$ cat config.mk
export PLATFORM = sky130hd
export DESIGN_NAME = seq_detector_prog_flat
export DESIGN_NICKNAME = d
export VERILOG_FILES = /design/src/rtl/seq_detector_prog_if.sv /design/src/rtl/seq_detector_prog.sv /design/src/flat_wrapper.sv
export SDC_FILE = /design/constraint.sdc
export NUM_CORES = 1
export LEC_CHECK = 0
export CAP_MARGIN = 5
export CORE_MARGIN = 2
export CORE_UTILIZATION = 30
export CTS_BUF_LIST = sky130_fd_sc_hd__clkbuf_4
export CTS_CLUSTER_SIZE = 24
export DETAILED_ROUTE_END_ITERATION = 10
export PLACE_DENSITY_LB_ADDON = 0.25
export REMOVE_ABC_BUFFERS = 1
export SETUP_SLACK_MARGIN = 0.4
export SYNTH_ARGS = -nofsm -noshare
export SYNTH_HDL_FRONTEND = slang
export SYNTH_SLANG_ARGS = --single-unit
$ cat constraint.sdc
create_clock -name clk -period 2.5 [get_ports clk]
set_input_delay 0.25 -clock clk [delete_from_list [all_inputs] [get_ports clk]]
set_output_delay 0.25 -clock clk [all_outputs]
set_load 0.005 [all_outputs]
$ cat src/rtl/seq_detector_prog_if.sv
// Serial-bit / pattern-control bundle between a bit source and seq_detector_prog.
// master drives stream and control; slave returns the match pulse and counter.
interface seq_detector_prog_if #(
  parameter int LEN   = 4,
  parameter int CNT_W = 8
);
  logic             din_valid;
  logic             din;
  logic             pat_load;
  logic [LEN-1:0]   pat_in;
  logic             overlap;
  logic             clr_count;
  logic             y;
  logic [CNT_W-1:0] match_count;
  logic             count_sat;

  modport master (
    output din_valid, din, pat_load, pat_in, overlap, clr_count,
    input  y, match_count, count_sat
  );

  modport slave (
    input  din_valid, din, pat_load, pat_in, overlap, clr_count,
    output y, match_count, count_sat
  );
endinterface

$ cat src/rtl/seq_detector_prog.sv
// Runtime-loadable LEN-bit serial pattern detector with saturating match counter.
// y is registered: high for the cycle after the completing bit; no backpressure.
module seq_detector_prog #(
  parameter int             LEN     = 4,
  parameter int             CNT_W   = 8,
  parameter logic [LEN-1:0] RST_PAT = LEN'(4'b1011)
) (
  input logic               clk,
  input logic               rst,
  seq_detector_prog_if.slave bus
);
  localparam int FILL_W = $clog2(LEN + 1);

  logic [LEN-1:0]   pat;
  // Only the newest LEN-1 bits can ever reach the comparison window.
  logic [LEN-2:0]   hist;
  logic [FILL_W-1:0] fill;
  logic [CNT_W-1:0] cnt;
  logic             y_q;

  logic [LEN-1:0]   win;
  logic             hit;
  logic             cnt_full;

  assign win      = {hist, bus.din};
  assign cnt_full = &cnt;
  assign hit      = bus.din_valid & ~bus.pat_load
                  & (fill >= FILL_W'(LEN - 1)) & (win == pat);

  always_ff @(posedge clk or posedge rst) begin
    if (rst) begin
      pat  <= RST_PAT;
      hist <= '0;
      fill <= '0;
      y_q  <= 1'b0;
      cnt  <= '0;
    end else begin
      y_q <= hit;

      if (bus.pat_load) begin
        pat  <= bus.pat_in;
        hist <= '0;
        fill <= '0;
      end else if (bus.din_valid) begin
        hist <= win[LEN-2:0];
        // Non-overlapping mode demands LEN fresh bits after every match.
        if (hit && !bus.overlap)
          fill <= '0;
        else if (fill != FILL_W'(LEN))
          fill <= fill + FILL_W'(1);
      end

      if (bus.clr_count)
        cnt <= hit ? CNT_W'(1) : '0;
      else if (hit && !cnt_full)
        cnt <= cnt + CNT_W'(1);
    end
  end

  assign bus.y           = y_q;
  assign bus.match_count = cnt;
  assign bus.count_sat   = cnt_full;
endmodule
$ cat src/flat_wrapper.sv
// flat-port wrapper written by rule: the top's interface ports become plain ports
module seq_detector_prog_flat 
#(
  parameter int             LEN     = 4,
  parameter int             CNT_W   = 8,
  parameter logic [LEN-1:0] RST_PAT = LEN'(4'b1011)
)
  (clk, rst, bus_din_valid, bus_din, bus_pat_load, bus_pat_in, bus_overlap, bus_clr_count, bus_y, bus_match_count, bus_count_sat);
  seq_detector_prog_if #(.LEN(LEN), .CNT_W(CNT_W)) bus_i ();
  input logic clk;
  input logic rst;
  input wire logic [$bits(bus_i.din_valid)-1:0] bus_din_valid;
  input wire logic [$bits(bus_i.din)-1:0] bus_din;
  input wire logic [$bits(bus_i.pat_load)-1:0] bus_pat_load;
  input wire logic [$bits(bus_i.pat_in)-1:0] bus_pat_in;
  input wire logic [$bits(bus_i.overlap)-1:0] bus_overlap;
  input wire logic [$bits(bus_i.clr_count)-1:0] bus_clr_count;
  output wire logic [$bits(bus_i.y)-1:0] bus_y;
  output wire logic [$bits(bus_i.match_count)-1:0] bus_match_count;
  output wire logic [$bits(bus_i.count_sat)-1:0] bus_count_sat;
  assign bus_i.din_valid = bus_din_valid;
  assign bus_i.din = bus_din;
  assign bus_i.pat_load = bus_pat_load;
  assign bus_i.pat_in = bus_pat_in;
  assign bus_i.overlap = bus_overlap;
  assign bus_i.clr_count = bus_clr_count;
  assign bus_y = bus_i.y;
  assign bus_match_count = bus_i.match_count;
  assign bus_count_sat = bus_i.count_sat;
  seq_detector_prog #(.LEN(LEN), .CNT_W(CNT_W), .RST_PAT(RST_PAT)) u_core (.clk(clk), .rst(rst), .bus(bus_i));
endmodule
==> results.py, run 1 <==
metrics = {
    "synth": {
        "yosys.area_share.simple_pct": 19.28,
        "synth_top_family_by_area": "simple AND/OR/NAND/NOR gates",
        "synth.mux.area_fraction_pct": 8.144,
        "synth.distinct_cells": 31,
        "synthAdderAreaFrac_pct": 4.790,
        "avgSynthCellArea_um2": 10.55,
        "synth-seq-cells": 19,
        "syn-instance-count": 99,
        "yosys_warnings": 0,
        "synth_xor_area_share_pct": 9.701,
        "synth_compound_area_share_pct": 8.623,
        "synth_seq_area_share_pct": 45.87,
        "netlist_area_mm2": 0.001045,
    },
    "sta": {
        "relSlewSlack_pct": 49.86,
        "rsz0062_at_grt": "no",
        "finClkSkew_ns": 0.007954,
        "finalWorstSetupSlack_ns": 0.5319,
        "worst_hold_slack_ns": 0.3618,
        "fin_crit_sh_pct": 78.72,
        "finalSetupTns_ns": 0,
        "setup_violations": 0,
        "slew_violations": 0,
        "fmax_mhz": 508.1,
        "hold_viol_final": 0,
        "worst_pin_slew_ns": 0.7513,
        "fin_crit_ns": 1.968,
    },
    "layout": {
        "layout-drive-gt1-share_pct": 17.36,
        "multi_input_area_um2": 528.0,
        "nFillCells": 337,
        "regArea_um2": 481.7,
        "stdcell_count": 167,
        "final_area_mm2": 0.001321,
        "num_antenna_cells": 0,
        "syn_to_final_growth_pct": 26.47,
        "fin_nets": 137,
    },
    "clock_tree": {
        "numCtsBuffers": 3,
        "cts-htree-levels": 1,
        "clock_insertion_delay_worst_skew_ns": 0.30,
        "cts_sinks": 19,
        "post-cts-setup-buffer-count": 0,
        "clk_path_buf_depth": 2,
        "path_clk_slew_ns": 0.12,
        "cts_tree": "yes",
        "cts_root_buffer": "clkbuf_4",
    },
    "global_routing": {
        "grt_start_max_net_pins": 20,
        "grt_overflow": 0,
        "grt_pass1_wl_um": 3622,
        "antenna_found_initial": 0,
        "grtUsageTotal_pct": 11.57,
        "grt_pass1_vias": 801,
    },
    "place": {
        "post-place-ws_ns": 0.5051,
        "place.gp.congestion": 0.8151,
        "placed_area_mm2": 0.001291,
        "portBuffers": 20,
        "dpl.cell_count": 163,
        "hpwl_um": 1533,
    },
    "critical_path": {
        "cp-end-kind": "primary output",
        "critPathMaxStageDelay_ns": 0.51,
        "crit_type": "reg2out",
        "critPathLaunchType": "flop",
        "worst_path_max_delay_cell": "clkdlybuf4s50_1",
        "critical_path_required_ns": 2.25,
        "critPathArrivalTime_ns": 1.72,
        "crit_chain": "ha_1, nand3_1, nor2_1, clkdlybuf4s50_1",
        "crit_fanout": 6,
    },
    "detailed_routing": {
        "routed-via-count": 796,
        "first_iter_violations": 25,
        "drt_wl_total_um": 2068,
        "dr.pass1.iters": 4,
        "vias_per_cell": 4.766,
        "drcViolationCount": 0,
        "routedWlPerCell_um": 12.38,
        "detail-route-antenna-nets": 0,
    },
    "job": {
        "drv_cap": 0,
    },
    "floorplan": {
        "core-area_mm2": 0.003337,
        "die_x_um": 63.01,
        "start_util_pct": 31.31,
        "dieArea_mm2": 0.003970,
        "die_h_um": 63.01,
        "num_rows": 21,
        "io_pins": 21,
    },
    "pwr": {
        "clockPowerShare_pct": 27.4,
        "peakVddDrop_v": 0.0002617,
        "pwr-share-comb_pct": 15.6,
        "p_per_area_mw_per_mm2": 452.3,
        "seq_power_share_pct": 56.9,
        "sw_frac_of_total_pct": 27.26,
        "p_sw_uw": 162.9,
        "p_leak_nw": 0.5438,
        "p_int_uw": 434.7,
    },
    "hold_path": {
        "hold_path_class": "in2async",
    },
    "outcome": {
        "run_status": "finished, final reports clean",
    },
}
==> metrics by stage <==
step           utilization (%)  power, mW
4_1_cts                  39.52     0.6053
5_1_grt                  39.60     0.6313
6_report                 39.60     0.5976
3_5_place_dp             38.70     0.4410
2_1_floorplan                -     0.4030
3_3_place_gp             38.70     0.4391
==> layer usage <==
metal	track usage (%)	share of wire [%]	vias to the layer above
met5	0	0	-
met1	14.41	48	384
met3	2.162	4.4	4
met4	5.833	1.3	0
li1	-	-	392
met2	19.02	46	16
==> synth_stat cells <==
master | n | area share, %
nand4_1 | 1 | 0.60
buf_6 | 1 | 1.1
o31ai_1 | 2 | 1.4
nor4_1 | 2 | 1.2
buf_1 | 1 | 0.36
nor3_1 | 5 | 2.4
and3_1 | 1 | 0.60
xnor2_2 | 3 | 4.7
dfrtp_1 | 16 | 38
nand3_1 | 5 | 2.4
or4_1 | 1 | 0.72
or2b_1 | 1 | 0.72
a211o_1 | 1 | 0.84
mux2_2 | 4 | 4.3
ha_1 | 4 | 4.8
inv_1 | 5 | 1.8
a21oi_1 | 4 | 1.9
o21ai_0 | 2 | 0.96
a21o_1 | 2 | 1.4
and2b_1 | 1 | 0.72
dfstp_2 | 3 | 7.5
o211ai_2 | 1 | 1.2
xnor2_1 | 6 | 5.0
nor2_1 | 12 | 4.3
nand2b_1 | 2 | 1.2
or2_2 | 1 | 0.60
mux2i_1 | 4 | 3.8
nand4_4 | 1 | 2.0
nand2_1 | 5 | 1.8
clkbuf_1 | 1 | 0.36
a31o_2 | 1 | 0.84
==> path summary, 6_finish.rpt <==
check	startpoint	end	slack, ns	cells after the start
setup / recovery	u_core.bus.match_count[0]	bus_count_sat	0.53	4
hold / removal	rst	u_core.bus.match_count[7]	0.36	2
setup reg to reg	u_core.fill[0]	u_core.fill[0]	0.62	7
hold reg to reg	u_core.bus.match_count[5]	u_core.bus.match_count[5]	0.59	2
max in group asynchronous	rst	u_core.bus.match_count[0]	1.62	2
min in group clk	bus_pat_in[0]	u_core.pat[0]	0.55	2
==> cell type report <==
class | instances | share of cell area [%]
clock buffer | 3 | 1.705
inverter | 5 | 1.420
tap | 46 | 4.356
multi-input combinational | 72 | 39.96
timing repair buffer | 21 | 15.72
clock inverter | 1 | 0.3788
sequential | 19 | 36.46
==> cell usage in the layout, fill, tap and decap left out <==
cell type        netlist  layout
nand2_1                5       5
dfstp_2                3       3
a211o_1                1       1
nand4_1                1       1
dfrtp_1               16      14
nor4_1                 2       2
o21ai_0                2       2
a31o_2                 1       1
clkinv_2               0       1
or2_2                  1       1
ha_1                   4       4
o31ai_1                2       2
nor3_1                 5       5
a21o_1                 2       2
and3_1                 1       1
mux2_2                 4       4
clkbuf_4               0       3
clkdlybuf4s50_1        0      20
buf_4                  0       1
nand4_4                1       1
and2b_1                1       1
or4_1                  1       1
a21oi_1                4       4
nand3_1                5       5
or2b_1                 1       1
nand2b_1               2       2
inv_1                  5       5
o211ai_2               1       1
xnor2_1                6       6
xnor2_2                3       3
mux2i_1                4       4
nor2_1                12      12
dfrtp_2                0       2
==> flip-flops by register name, indices dropped and copies added (netlist names) <==
register and flops:
u_core.bus.y 1, u_core.hist 3, u_core.pat 4, u_core.fill 3, u_core.bus.match_count 8
==> timing repair <==
action | 4_1_cts | 5_1_grt
resized for setup | 0 | 2
hold buffers | 0 | 0
endpoints found under the setup margin | 0 | 1
==> power by group through the flow <==
stage / clock network [mW] / registers, mW / logic, mW
finish: 0.164 / 0.340 / 0.0934
global route: 0.185 / 0.343 / 0.103
floorplan: 0 / 0.342 / 0.0606
CTS: 0.170 / 0.340 / 0.0951
detailed placement: 0 / 0.346 / 0.0946
global placement: 0 / 0.345 / 0.0937
==> worst max-delay path, delay by kind of cell (launching register included) <==
kind                       cells  cell delay [ns]
buffers and inverters          1             0.51
DFF                            1             0.45
and+or+nand+nor                2             0.24
adders and majority gates      1             0.22
==> cells by family (layout without fill, tap and decap cells) <==
logic type / after synthesis / in the layout
adders and majority gates: 4 / 4
AOI/OAI and AO/OA: 13 / 13
muxes: 8 / 8
and+or+nand+nor: 38 / 38
DFF: 19 / 19
buffers and inverters: 8 / 30
xor gates and xnor gates: 9 / 9
(Power assumes the default switching activity.)
==> inputs of run 2 (changes only) <==
==> constraint.sdc (replaced) <==
create_clock -name clk -period 1.7 [get_ports clk]
set_input_delay 0.17 -clock clk [delete_from_list [all_inputs] [get_ports clk]]
set_output_delay 0.17 -clock clk [all_outputs]
set_load 0.005 [all_outputs]
==> results.py, run 2 (synthesis results as in run 1) <==
metrics = {
    "job": {
        "drv_cap": 0,
    },
    "critical_path": {
        "crit_fanout": 6,
        "critPathArrivalTime_ns": 1.84,
        "critPathMaxStageDelay_ns": 0.40,
        "worst_path_max_delay_cell": "dfrtp_1",
        "cp-end-kind": "flop",
        "crit_chain": "ha_2, ha_4, a211o_1, nand4_4, buf_6, nor3_4, xnor2_1, nor2_1",
        "critical_path_required_ns": 1.90,
        "crit_type": "reg2reg",
        "critPathLaunchType": "flop",
    },
    "place": {
        "dpl.cell_count": 175,
        "hpwl_um": 1692,
        "post-place-ws_ns": -0.1037,
        "portBuffers": 20,
        "placed_area_mm2": 0.001381,
        "place.gp.congestion": 0.8775,
    },
    "sta": {
        "finalWorstSetupSlack_ns": 0.06020,
        "worst_pin_slew_ns": 0.3448,
        "slew_violations": 0,
        "fin_crit_ns": 1.640,
        "rsz0062_at_grt": "yes",
        "setup_violations": 0,
        "relSlewSlack_pct": 76.89,
        "fmax_mhz": 609.8,
        "finClkSkew_ns": 0.001563,
        "worst_hold_slack_ns": 0.1774,
        "hold_viol_final": 0,
        "fin_crit_sh_pct": 96.46,
        "finalSetupTns_ns": 0,
    },
    "global_routing": {
        "grt_pass1_wl_um": 4105,
        "grt_pass1_vias": 879,
        "grt_overflow": 0,
        "grt_start_max_net_pins": 20,
        "grtUsageTotal_pct": 13.00,
        "antenna_found_initial": 0,
    },
    "floorplan": {
        "die_h_um": 63.01,
        "die_x_um": 63.01,
        "core-area_mm2": 0.003337,
        "io_pins": 21,
        "dieArea_mm2": 0.003970,
        "num_rows": 21,
        "start_util_pct": 31.31,
    },
    "pwr": {
        "p_per_area_mw_per_mm2": 578.7,
        "p_total_uw": 932.5,
        "peakVddDrop_v": 0.0004296,
        "p_leak_nw": 0.7298,
    },
    "layout": {
        "syn_to_final_growth_pct": 54.25,
        "num_antenna_cells": 0,
        "layout-drive-gt1-share_pct": 40.82,
        "final_common_cell": "buf_4",
        "stdcell_count": 193,
        "most-common-layout-cells": "21 x buf_4, 16 x dfrtp_1, 11 x nor2_1, 10 x clkdlybuf4s50_1",
        "largest_reg_flops": 8,
        "fin_nets": 163,
        "final_core_util_pct": 48.29,
        "final_area_mm2": 0.001612,
    },
    "outcome": {
        "run_status": "finished, final reports clean",
    },
    "clock_tree": {
        "cts_hold_buf": 0,
        "cts-htree-levels": 1,
        "clock_insertion_delay_worst_skew_ns": 0.29,
        "cts_sinks": 19,
        "clk_path_buf_depth": 2,
        "cts_root_buffer": "clkbuf_4",
        "path_clk_slew_ns": 0.11,
        "cts_tree": "yes",
        "numCtsBuffers": 3,
    },
    "detailed_routing": {
        "drt_wl_total_um": 2488,
        "routed-via-count": 907,
        "detail-route-antenna-nets": 0,
        "first_iter_violations": 38,
        "dr.pass1.iters": 4,
        "drcViolationCount": 0,
        "vias_per_cell": 4.699,
        "routedWlPerCell_um": 12.89,
    },
    "hold_path": {
        "hold_path_class": "in2async",
    },
}
[run 2: cell types whose count changed in the layout (fill, tap and decap cells not counted), moves of 3 or more]
cell             previous run  this run
clkdlybuf4s15_1             0         3
dlygate4sd2_1               0         5
nor3_1                      5         1
ha_1                        4         1
nor3_2                      0         3
buf_6                       0         6
buf_4                       1        21
clkdlybuf4s50_1            20        10
[run 2: what timing repair did]
item | in CTS | in global routing
pin swaps | 12 | 5
buffers inserted | 10 | 4
gates resized for setup | 23 | 18
setup endpoints to repair | 22 | 19
[run 2: routing by layer]
| metal | vias to the layer above | global-route usage, % | wire (um) | share of wire (%) |
|---|---|---|---|---|
| met5 | - | 0 | 0 | 0 |
| met4 | 0 | 5.000 | 18 | 0.72 |
| met3 | 2 | 1.622 | 108 | 4.3 |
| met2 | 26 | 20.48 | 1199 | 48 |
| met1 | 444 | 18.08 | 1162 | 47 |
| li1 | 435 | - | - | - |
[run 2: path summary, 6_finish.rpt]
kind / from / slack, ns / to / depth (start not counted)
hold reg to reg: u_core.hist[2] / 0.59 / u_core.hist[2] / 2
hold / removal: rst / 0.18 / u_core.bus.match_count[4] / 3
setup reg to reg: u_core.fill[1] / 0.06 / u_core.bus.match_count[4] / 8
max in group asynchronous: rst / 1.26 / u_core.pat[3] / 3
setup / recovery: u_core.fill[1] / 0.06 / u_core.bus.match_count[4] / 8
min in group clk: bus_pat_in[2] / 0.48 / u_core.pat[2] / 2
[run 2: final cells by class]
| type | instances | area [um^2] |
|---|---|---|
| sequential | 19 | 479.2 |
| timing repair buffer | 47 | 409.1 |
| fill | 322 | 1725 |
| inverter | 5 | 18.77 |
| multi-input combinational | 72 | 616.8 |
| clock buffer | 4 | 30.03 |
| tap | 46 | 57.56 |
[run 2: report_power, final]
part           switching (mW)  internal (mW)
registers              0.0164          0.478
clock network           0.145          0.107
logic                  0.0851          0.101
total                   0.246          0.686
[run 2: critical path, delay by kind of cell, from the launching register on]
kind / cells / cell delay (ns)
AOI/OAI and AO/OA: 1 / 0.27
DFF: 1 / 0.40
and+or+nand+nor: 3 / 0.22
adders and majority gates: 2 / 0.35
xor gates and xnor gates: 1 / 0.17
buffers and inverters: 1 / 0.14
